--- config.mk ---
export PLATFORM = sky130hd
export DESIGN_NAME = l2_bus_arbiter
export DESIGN_NICKNAME = d
export VERILOG_FILES = /design/src/rtl/l2_arb_pkg.sv /design/src/rtl/l2_bus_arbiter_rr_pick.sv /design/src/rtl/l2_bus_arbiter.sv
export SDC_FILE = /design/constraint.sdc
export NUM_CORES = 1
export LEC_CHECK = 0
export BUFFER_PORTS_ARGS = -buffer_cell sky130_fd_sc_hd__buf_2
export CAP_MARGIN = 15
export CORE_AREA = 2 2 99 101
export DETAILED_ROUTE_END_ITERATION = 8
export DIE_AREA = 0 0 101 103
export MAX_ROUTING_LAYER = met4
export RECOVER_POWER = 50
export SLEW_MARGIN = 25
export SYNTH_ARGS = -nofsm -noshare
export SYNTH_HDL_FRONTEND = slang
export SYNTH_HIERARCHICAL = 1
export SYNTH_SLANG_ARGS = --single-unit
--- constraint.sdc ---
create_clock -name clk -period 4.3 [get_ports clk]
set_input_delay 1.29 -clock clk [delete_from_list [all_inputs] [get_ports clk]]
set_output_delay 1.29 -clock clk [all_outputs]
set_load 0.02 [all_outputs]
--- src/rtl/l2_arb_pkg.sv ---
// Shared definitions for the L2 bus arbiter: FSM state encoding and pointer sizing.
package l2_arb_pkg;

  typedef enum logic {
    IDLE = 1'b0,
    BUSY = 1'b1
  } state_t;

  // Index width for N requesters, never narrower than one bit.
  function automatic int unsigned ptr_w(input int unsigned n);
    return (n <= 2) ? 1 : $clog2(n);
  endfunction

endpackage

--- src/rtl/l2_bus_arbiter_rr_pick.sv ---
// Combinational round-robin picker: first requester at or after the priority pointer.
import l2_arb_pkg::*;

module rr_pick #(
  parameter int unsigned N  = 2,
  parameter int unsigned PW = 1
) (
  input  logic [N-1:0]  i_req,
  input  logic [PW-1:0] i_ptr,
  output logic [PW-1:0] o_win,
  output logic          o_any
);

  logic [2*N-1:0] w_dbl;
  logic [N-1:0]   w_rot;
  logic [31:0]    w_off;
  logic [31:0]    w_idx;
  logic           w_found;

  // Rotate so the pointer position lands at bit 0; the doubled copy supplies the wrap.
  assign w_dbl = {i_req, i_req} >> i_ptr;
  assign w_rot = w_dbl[N-1:0];
  assign o_any = |i_req;

  always_comb begin
    w_off   = '0;
    w_found = 1'b0;
    for (int unsigned k = 0; k < N; k++) begin
      if (!w_found && w_rot[k]) begin
        w_found = 1'b1;
        w_off   = k;
      end
    end
    w_idx = 32'(i_ptr) + w_off;
    if (w_idx >= N) begin
      w_idx = w_idx - N;
    end
    o_win = PW'(w_idx);
  end

endmodule

--- src/rtl/l2_bus_arbiter.sv ---
// Round-robin arbiter sharing one valid/ready L2 front-end port, with invalidate sequencing.
import l2_arb_pkg::*;

module l2_bus_arbiter #(
  parameter int unsigned N_MASTERS = 2,
  parameter int unsigned ADDR_W    = 24,
  parameter int unsigned DATA_W    = 32
) (
  input  logic                            clk,
  input  logic                            rst,
  input  logic [N_MASTERS-1:0]            m_valid,
  input  logic [N_MASTERS*ADDR_W-1:0]     m_addr,
  input  logic [N_MASTERS*DATA_W-1:0]     m_wdata,
  input  logic [N_MASTERS*DATA_W/8-1:0]   m_wstrb,
  output logic [DATA_W-1:0]               m_rdata,
  output logic [N_MASTERS-1:0]            m_ready,
  output logic                            s_valid,
  output logic [ADDR_W-1:0]               s_addr,
  output logic [DATA_W-1:0]               s_wdata,
  output logic [DATA_W/8-1:0]             s_wstrb,
  input  logic [DATA_W-1:0]               s_rdata,
  input  logic                            s_ready,
  input  logic                            inv_req,
  output logic                            s_force_inv,
  output logic                            inv_pending
);

  localparam int unsigned PW = ptr_w(N_MASTERS);
  localparam int unsigned SW = DATA_W / 8;

  state_t        r_state, w_state_nxt;
  logic [PW-1:0] r_grant, w_grant_nxt;
  logic [PW-1:0] r_ptr,   w_ptr_nxt;
  logic          r_inv_pend;
  logic [PW-1:0] w_win;
  logic          w_any;
  logic [PW-1:0] w_sel;

  rr_pick #(
    .N  (N_MASTERS),
    .PW (PW)
  ) u_pick (
    .i_req (m_valid),
    .i_ptr (r_ptr),
    .o_win (w_win),
    .o_any (w_any)
  );

  always_ff @(posedge clk or posedge rst) begin
    if (rst) begin
      r_state    <= IDLE;
      r_grant    <= '0;
      r_ptr      <= '0;
      r_inv_pend <= 1'b0;
    end else begin
      r_state    <= w_state_nxt;
      r_grant    <= w_grant_nxt;
      r_ptr      <= w_ptr_nxt;
      r_inv_pend <= inv_req | (r_inv_pend & ~s_force_inv);
    end
  end

  always_comb begin
    w_state_nxt = r_state;
    w_grant_nxt = r_grant;
    w_ptr_nxt   = r_ptr;
    s_force_inv = 1'b0;
    s_valid     = 1'b0;
    m_ready     = '0;
    unique case (r_state)
      IDLE: begin
        // A pending invalidate blocks any new grant until it has been issued.
        if (r_inv_pend) begin
          s_force_inv = 1'b1;
        end else if (w_any) begin
          w_grant_nxt = w_win;
          w_state_nxt = BUSY;
        end
      end
      BUSY: begin
        s_valid          = m_valid[r_grant];
        m_ready[r_grant] = s_ready;
        if (s_ready) begin
          w_ptr_nxt   = (r_grant == PW'(N_MASTERS - 1)) ? '0 : r_grant + 1'b1;
          w_state_nxt = IDLE;
        end else if (!m_valid[r_grant]) begin
          w_state_nxt = IDLE;
        end
      end
      default: w_state_nxt = IDLE;
    endcase
  end

  // Master 0 drives the slave payload while idle; s_valid is low so it is never sampled.
  assign w_sel       = (r_state == BUSY) ? r_grant : '0;
  assign s_addr      = m_addr[w_sel*ADDR_W +: ADDR_W];
  assign s_wdata     = m_wdata[w_sel*DATA_W +: DATA_W];
  assign s_wstrb     = m_wstrb[w_sel*SW +: SW];
  assign m_rdata     = s_rdata;
  assign inv_pending = r_inv_pend;

endmodule

==> flow_summary.yaml <==
drt:
  detail-route-antenna-nets: 0
  drt_iter0_markers: 15
  via_count: 1462
  firstDrtPassIters: 4
  route.detailed.drc: 0
  wl_met2_microns: 2380
  top_layer: "met4"
  wl_per_cell_microns: 11.5
  wl_met3_microns: 381
  via_per_inst: 3.75
  wl_met1_microns: 1700
  drt_wl_total_microns: 4500
synthesis:
  ys_seq_area_share_pct: 6.96
  synthTopCellsByArea: "mux2_4 (63%), buf_4 (17%), dfrtp_1 (7.0%)"
  synth_cells: 121
  synth-compound-area-share_pct: 1.91
  synthesis.nets: 279
  synthAdderAreaFrac_pct: 0
  synth.distinct_cells: 19
  synth_top_family_by_area: "multiplexers"
  synth_xor_area_share_pct: 0
  yosys_warnings: 6
  yosys.area_share.simple_pct: 4.87
  synth_area_leader_cell: "mux2_4"
  synth_common_cells: "mux2_4 (60), buf_4 (33), buf_6 (6), dfrtp_1 (4)"
  synth_area_per_cell_sq_um: 11.9
  ys_ff_latch: 4
  synth.most_common_cell: "mux2_4"
  ys.flop_type: "dfrtp_1"
  synthMuxAreaShare_pct: 64.1
  synth.top_cell.area_share_pct: 62.6
  syn_area_sq_mm: 0.00144
  synthArstFlopShare_pct: 100
  synth_edf_count: 0
floorplanning:
  die_w_microns: 101
  die_h_microns: 103
  dieArea_sq_mm: 0.0104
  start_util_pct: 15.2
  rows: 36
  boundaryPins: 255
  core_sq_mm: 0.00946
power:
  p_switching_mw: 0.337
  pwr-share-clk_pct: 10.5
  power.density_mw_per_mm2: 333
  intPower_mw: 0.416
  ir_worst_vdd_v: 0.000184
  p_leak_nw: 1.42
  p_comb_share_pct: 80.1
  seqPwrFrac_pct: 9.4
  p_sw_share_pct: 44.8
final_layout:
  nets: 436
  syn_to_final_growth_pct: 57.1
  drive_above_1_share_pct: 87.7
  n_antenna_cell: 0
timing:
  hold_viol_final: 0
  max_slew.worst_pin.slew_ps: 500
  grt_setup_unrepaired: "no"
  slew_violations: 0
  post-route-period-util_pct: 76.2
  skew_ps: 0.312
  setup_violations: 0
  relSlewSlack_pct: 66.7
  whs_ps: 514
  period_needed_ps: 3280
  fmax_ghz: 0.305
  tns_ps: 0
critical_path:
  worstPathCellList: "nand2_4 -> buf_12 -> mux2_4 -> buf_2"
  cp_slowest_cell: "dfrtp_1"
  worst_path_largest_cell_delay_ps: 480
  required_ps: 3010
  crit_family: "buffers and inverters"
  critPathCaptureType: "primary output"
  cp.arrival_ps: 1990
  path_class: "register to primary output"
  startpoint_type: "register"
  cp_num_buf_inv: 2
  cp_max_fo: 35
cts:
  hold_buffers: 0
  clkTransAtPathRegs_ps: 30
  h-tree-depth: 1
  ctsResizeCount: 0
  cts_root_buf: "clkbuf_8"
  cts_tree: "built"
  cts_sinks: 4
  postCtsSetupBuffers: 0
  cts_buffers: 3
  clockBufferDepth: 2
  clkLatencyLatePin_ps: 220
global_route:
  grt_pass1_vias: 1103
  grt_max_degree: 36
  gr-total-overflow: 0
  antenna_found_initial: 0
  grtUsageTotal_pct: 6.17
  grt_pass1_wl_microns: 5060
place:
  numPortBuffers: 190
  place_hpwl_microns: 3870
  gp_congestion: 0.715
run:
  max_cap_viol_count: 0
min_path:
  hold_path_class: "register to register"
status:
  outcome: "complete, no violations"
final timing paths:
| kind | slack [ps] | depth (start not counted) | end | start |
|---|---|---|---|---|
| worst max-delay path | 1020 | 4 | s_wdata[30] | r_state |
| worst min-delay path | 510 | 1 | r_ptr | r_ptr |
| worst max register to register | 2990 | 2 | r_grant | r_state |
| worst min register to register | 510 | 1 | r_ptr | r_ptr |
| max in group asynchronous | 3190 | 2 | r_grant | rst |
| min in group asynchronous | 950 | 2 | inv_pending | rst |
cells by family (layout without fill, tap and decap cells):
family | after synthesis | after routing
and+or+nand+nor | 11 | 11
muxes | 62 | 62
AOI/OAI and AO/OA | 4 | 4
buffers and inverters | 40 | 195
DFF | 4 | 4
power groups by stage:
| stage | registers [mW] | clock network, mW | logic (mW) |
|---|---|---|---|
| finish | 0.0705 | 0.0793 | 0.604 |
| global placement | 0.0698 | 0 | 0.606 |
| floorplan | 0.0634 | 0 | 0.507 |
| detailed placement | 0.0710 | 0 | 0.612 |
| global route | 0.0734 | 0.0829 | 0.641 |
| CTS | 0.0707 | 0.0812 | 0.614 |
metrics by stage:
stage	setup slack, ps	power, mW	util, %	cells	cell area (sq um)
floorplan	1330	0.570	-	121	1440
global placement	1190	0.675	23.7	387	2240
detailed placement	1190	0.683	23.7	387	2240
CTS	994	0.766	24.1	390	2280
global route	922	0.797	23.9	390	2260
finish	1020	0.754	23.9	390	2260
flip-flops by register name (all words and copies together) (netlist names):
signal and cells:
inv_pending 1, r_grant 1, r_ptr 1, r_state 1
placed cells by master (no fill, tap or decap), types with 2 or more instances in the layout:
master	n
buf_2	176
mux2_4	60
clkbuf_1	14
dfrtp_1	4
clkbuf_8	3
a21o_1	2
nor2b_1	2
nand2_1	2
metal layers:
layer / vias to the layer above / GRT usage (%)
li1: 702 / -
met1: 659 / 7.00
met2: 91 / 11.3
met3: 10 / 0.542
met4: 0 / 2.18
met5: - / -
final cells by class:
cell class,count,area [sq um]
timing repair buffer,191,953
fill,1017,7200
inverter,1,3.75
clock buffer,3,41.3
multi-input combinational,77,1020
tap,114,143
sequential,4,100
(Power assumes the default switching activity.)
